## src/rtl/clause_break_accumulator.sv

```systemverilog
// clause_break_accumulator: flags unsat clauses per beat and accumulates a saturating per-frame break count.
module clause_break_accumulator #(
  parameter int CLUSTER_SIZE = 20,
  parameter int NSAT = 3,
  parameter int CNT_W = 8
) (
  input  logic                          clk_i,
  input  logic                          reset_i,
  input  logic                          in_valid_i,
  output logic                          in_ready_o,
  input  logic [NSAT*CLUSTER_SIZE-1:0]  var_val_i,
  input  logic [NSAT*CLUSTER_SIZE-1:0]  var_neg_i,
  input  logic [CLUSTER_SIZE-1:0]       lane_mask_i,
  input  logic                          last_i,
  output logic [CLUSTER_SIZE-1:0]       break_vec_o,
  output logic                          vec_valid_o,
  output logic                          out_valid_o,
  input  logic                          out_ready_i,
  output logic [CNT_W-1:0]              break_cnt_o,
  output logic                          cnt_sat_o,
  output logic                          all_sat_o
);
  localparam int POP_W = $clog2(CLUSTER_SIZE + 1);
  localparam int SUM_W = (CNT_W > POP_W ? CNT_W : POP_W) + 1;
  localparam logic [SUM_W-1:0] MAX = {{(SUM_W-CNT_W){1'b0}}, {CNT_W{1'b1}}};
  logic [CLUSTER_SIZE-1:0] unsat;
  logic                    s1_valid, s1_last, sticky, stall, accept, advance, ovf, sticky_n;
  logic [CNT_W-1:0]        acc, sat_sum;
  logic [POP_W-1:0]        pop;
  logic [SUM_W-1:0]        sum;
  genvar g;
  for (g = 0; g < CLUSTER_SIZE; g++) begin : g_lane
    assign unsat[g] = lane_mask_i[g] & ~|(var_val_i[g*NSAT +: NSAT] ^ var_neg_i[g*NSAT +: NSAT]);
  end
  assign stall       = out_valid_o & ~out_ready_i;
  assign in_ready_o  = ~stall;
  assign accept      = in_valid_i & in_ready_o;
  assign advance     = s1_valid & ~stall;
  assign vec_valid_o = advance;
  always_comb begin
    pop = '0;
    for (int i = 0; i < CLUSTER_SIZE; i++) pop = pop + POP_W'(break_vec_o[i]);
    sum      = SUM_W'(acc) + SUM_W'(pop);
    ovf      = sum > MAX;
    sat_sum  = ovf ? MAX[CNT_W-1:0] : sum[CNT_W-1:0];
    sticky_n = sticky | ovf;
  end
  always_ff @(posedge clk_i) begin
    if (reset_i) begin
      s1_valid    <= 1'b0;
      s1_last     <= 1'b0;
      break_vec_o <= '0;
    end else if (!stall) begin
      s1_valid <= accept;
      if (accept) begin
        break_vec_o <= unsat;
        s1_last     <= last_i;
      end
    end
  end
  always_ff @(posedge clk_i) begin
    if (reset_i) begin
      acc         <= '0;
      sticky      <= 1'b0;
      out_valid_o <= 1'b0;
      break_cnt_o <= '0;
      cnt_sat_o   <= 1'b0;
      all_sat_o   <= 1'b1;
    end else begin
      if (out_valid_o && out_ready_i) out_valid_o <= 1'b0;
      if (advance && s1_last) begin
        break_cnt_o <= sat_sum;
        cnt_sat_o   <= sticky_n;
        all_sat_o   <= sat_sum == '0;
        out_valid_o <= 1'b1;
        acc         <= '0;
        sticky      <= 1'b0;
      end else if (advance) begin
        acc    <= sat_sum;
        sticky <= sticky_n;
      end
    end
  end
endmodule

```

## config.mk

```make
export PLATFORM = sky130hd
export DESIGN_NAME = clause_break_accumulator
export DESIGN_NICKNAME = d
export VERILOG_FILES = /design/src/rtl/clause_break_accumulator.sv
export SDC_FILE = /design/constraint.sdc
export NUM_CORES = 1
export LEC_CHECK = 0
export CAP_MARGIN = 20
export CORE_ASPECT_RATIO = 1.75
export CORE_MARGIN = 5
export CORE_UTILIZATION = 30
export DETAILED_ROUTE_END_ITERATION = 12
export PLACE_DENSITY_LB_ADDON = 0.1
export SYNTH_ARGS = -nofsm -noshare
export SYNTH_HDL_FRONTEND = slang
export SYNTH_SLANG_ARGS = --single-unit
```

## constraint.sdc

```tcl
create_clock -name clk_i -period 4.6 [get_ports clk_i]
set_input_delay 0.46 -clock clk_i [delete_from_list [all_inputs] [get_ports clk_i]]
set_output_delay 0.46 -clock clk_i [all_outputs]
set_load 0.05 [all_outputs]
```

==> flow_metrics.env <==
export IMPL_fp_dieW_um=84.6
export IMPL_dpl_hpwl_um=8020
export IMPL_hold_path_depth=2
export IMPL_first_global_vias=3149
export IMPL_peakVddDrop_v=0.000161
export IMPL_worst_r2r_cell_count=16
export IMPL_cts_htree_levels=2
export IMPL_max_slew_margin_pct=39.2
export IMPL_firstDrtPassIters=4
export IMPL_reg2reg_slack_ps=-230
export IMPL_holdBufCountCts=0
export IMPL_clock_skew_ps=2.86
export IMPL_dieArea_um2=11900
export IMPL_area_delta_synth_final_pct=81.2
export IMPL_synth_edf_count=0
export IMPL_end_kind="flip-flop"
export IMPL_via_per_inst=4.62
export IMPL_cts_num_sinks=42
export IMPL_clock_latency_ps=290
export IMPL_power_density_nw_per_um2=216
export IMPL_synth_seq_area_share_pct=28.7
export IMPL_drt_iter0_drc=84
export IMPL_syn_nets=495
export IMPL_ys_warn_count=0
export IMPL_dieHeight_um=141
export IMPL_setup_slack_ps=-227
export IMPL_crit_type="flip-flop to flip-flop"
export IMPL_root_buffer="clkbuf_16"
export IMPL_clk_path_buf_depth=2
export IMPL_ant_nets=0
export IMPL_netlist_top_cell_by_area="dfxtp_1"
export IMPL_drv_slew=0
export IMPL_maxCapViolCount=0
export IMPL_drc=0
export IMPL_async_reset_ff_share_pct=0
export IMPL_ys_flop_type="dfxtp_1"
export IMPL_fin_area_um2=5300
export IMPL_detail_route_wl_per_cell_um=14.8
export IMPL_hp_start="s1_last"
export IMPL_portBuffers=177
export IMPL_fp_coreArea_um2=9530
export IMPL_grt_max_degree=35
export IMPL_status="complete, but fails checks"
export IMPL_finalCriticalPeriod_ps=4830
export IMPL_cts_clk_slew_worst_paths_ps=60
export IMPL_cts_buffers=5
export IMPL_ioPinCount=178
export IMPL_final_util_pct=55.6
export IMPL_placed_area_um2=4970
export IMPL_synth_common_cells="xor2_1, nor2_1, dfxtp_1"
export IMPL_grt_pass1_wl_um=14800
export IMPL_start_util_pct=30.7
export IMPL_nNetsFinal=688
export IMPL_rsz0062_at_grt="yes"
export IMPL_setup_viol=19
export IMPL_dr_total_vias=2950
export IMPL_yosys_area_top_type_share_pct=28.7
export IMPL_worstMarginPinSlew_ps=910
export IMPL_synth_most_common_cell="xor2_1"
export IMPL_violations="setup timing"
export IMPL_grt_use_total_pct=15.6
export IMPL_hold_class="flip-flop to flip-flop"
export IMPL_drt_total_wl_um=9480
export IMPL_syn_area_um2=2930
export IMPL_layout_drive_gt1_share_pct=14.1
export IMPL_max_freq_mhz=207
export IMPL_n_antenna_cell=0
export IMPL_grt_overflow=0
export IMPL_postSynthCellCount=323
export IMPL_antenna_found_initial=0
export IMPL_crit_arrival_ps=5030
export IMPL_synth_avg_cell_area_um2=9.06
export IMPL_ys_types=38
export IMPL_crit_path_start_kind="flip-flop"
export IMPL_rr_endpoint="cnt_sat_o"
export IMPL_cp_required_ps=4810
export IMPL_hold_end="s1_last"
export IMPL_fin_crit_sh_pct=105
export IMPL_p_leak_uw=0.00210
export IMPL_synth_seq_cells=42
export IMPL_path_max_fanout=5
export IMPL_synth_area_leaders="dfxtp_1, xor2_1, fa_1"
export IMPL_place_congestion=0.825
export IMPL_rows=47
export IMPL_cts_tree="built"
export IMPL_finalHoldViolations=0
export IMPL_rr_startpoint="break_vec_o[3]"
==> per-layer routing <==
metal	GRT usage (%)	wire length [um]	vias to the layer above
li1	-	-	1478
met1	13.6	2800	1349
met2	32.1	5740	100
met3	3.56	566	23
met4	7.42	378	0
met5	0	0	-
==> layout make-up <==
cell class	count	area [um^2]
Clock buffer	7	175
Clock inverter	1	8.76
Fill cell	903	4230
Inverter	29	109
Multi-Input combinational cell	239	2030
Sequential cell	42	870
Tap cell	122	153
Timing Repair Buffer	199	1960
==> sequential cells by signal (all words and copies together) (netlist names) <==
signal,cells
break_vec_o,20
cnt_sat_o,1
out_valid_o,1
all_sat_o,1
break_cnt_o,8
s1_last,1
acc,8
s1_valid,1
sticky,1
==> timing repair <==
action | in CTS | in global routing
gates cloned | 1 | 0
setup endpoints to repair | 19 | 19
pin swaps | 15 | 9
gates resized for setup | 16 | 16
buffers inserted | 0 | 2
==> worst max path at each step <==
stage / end / start / slack (ps)
detailed placement: acc[2] / break_vec_o[11] / -230
finish: cnt_sat_o / break_vec_o[3] / -230
global route: all_sat_o / break_vec_o[3] / -420
floorplan: acc[2] / break_vec_o[0] / -80
global placement: all_sat_o / break_vec_o[11] / -130
CTS: all_sat_o / break_vec_o[3] / -260
==> worst max-delay path: stages (launching register included) <==
cell and delay, ps:
dfxtp_2 330, fa_1 540, inv_2 40, fa_1 520, fa_1 440, fa_1 510
fa_1 440, fa_2 370, fa_2 350, and2b_2 240, nor2_2 50, o31ai_4 200
and3_4 250, buf_8 150, buf_6 110, nor3_2 30, nor3_1 150
==> where the power goes <==
part	switching (uW)	total (uW)	internal [uW]	leakage (uW)
Combinational	143	343	200	0.00167
Clock	153	421	268	0.0000904
Sequential	7.52	379	371	0.000347
==> placed cells by master, fill, tap and decap left out, drive strengths merged, types with 7 or more instances in the layout <==
cell             n
a211oi          11
a21oi            7
a22oi           20
buf             22
clkbuf           7
clkdlybuf4s50  177
dfxtp           42
fa              15
ha              12
inv             29
nand2           11
nor2            45
nor3             7
nor4            20
xor2            61
==> logic make-up (layout without fill, tap and decap cells) <==
logic type | Yosys count | after routing | synth area share [%]
XOR/XNOR | 64 | 64 | 19.2
flip-flops | 42 | 42 | 28.7
buffers and inverters | 42 | 236 | 5.73
multiplexers | 2 | 2 | 0.684
adder cells (fa/ha/maj) | 27 | 27 | 15.4
AND/OR/NAND/NOR | 97 | 97 | 16.0
AO/OA/AOI/OAI | 49 | 49 | 14.2
==> through the flow <==
step	worst slack (ps)	hold slack, ps	setup TNS, ps	power (uW)	instances
final	-227	472	-2660	1140	639
after global routing	-425	511	-5970	1190	639
after CTS	-255	473	-3210	1150	637
after detailed placement	-230	464	-2840	721	628
after global placement	-129	456	-1440	715	628
after floorplan	-79.3	438	-793	534	323
No activity file was read; power rests on OpenSTA's default activity.
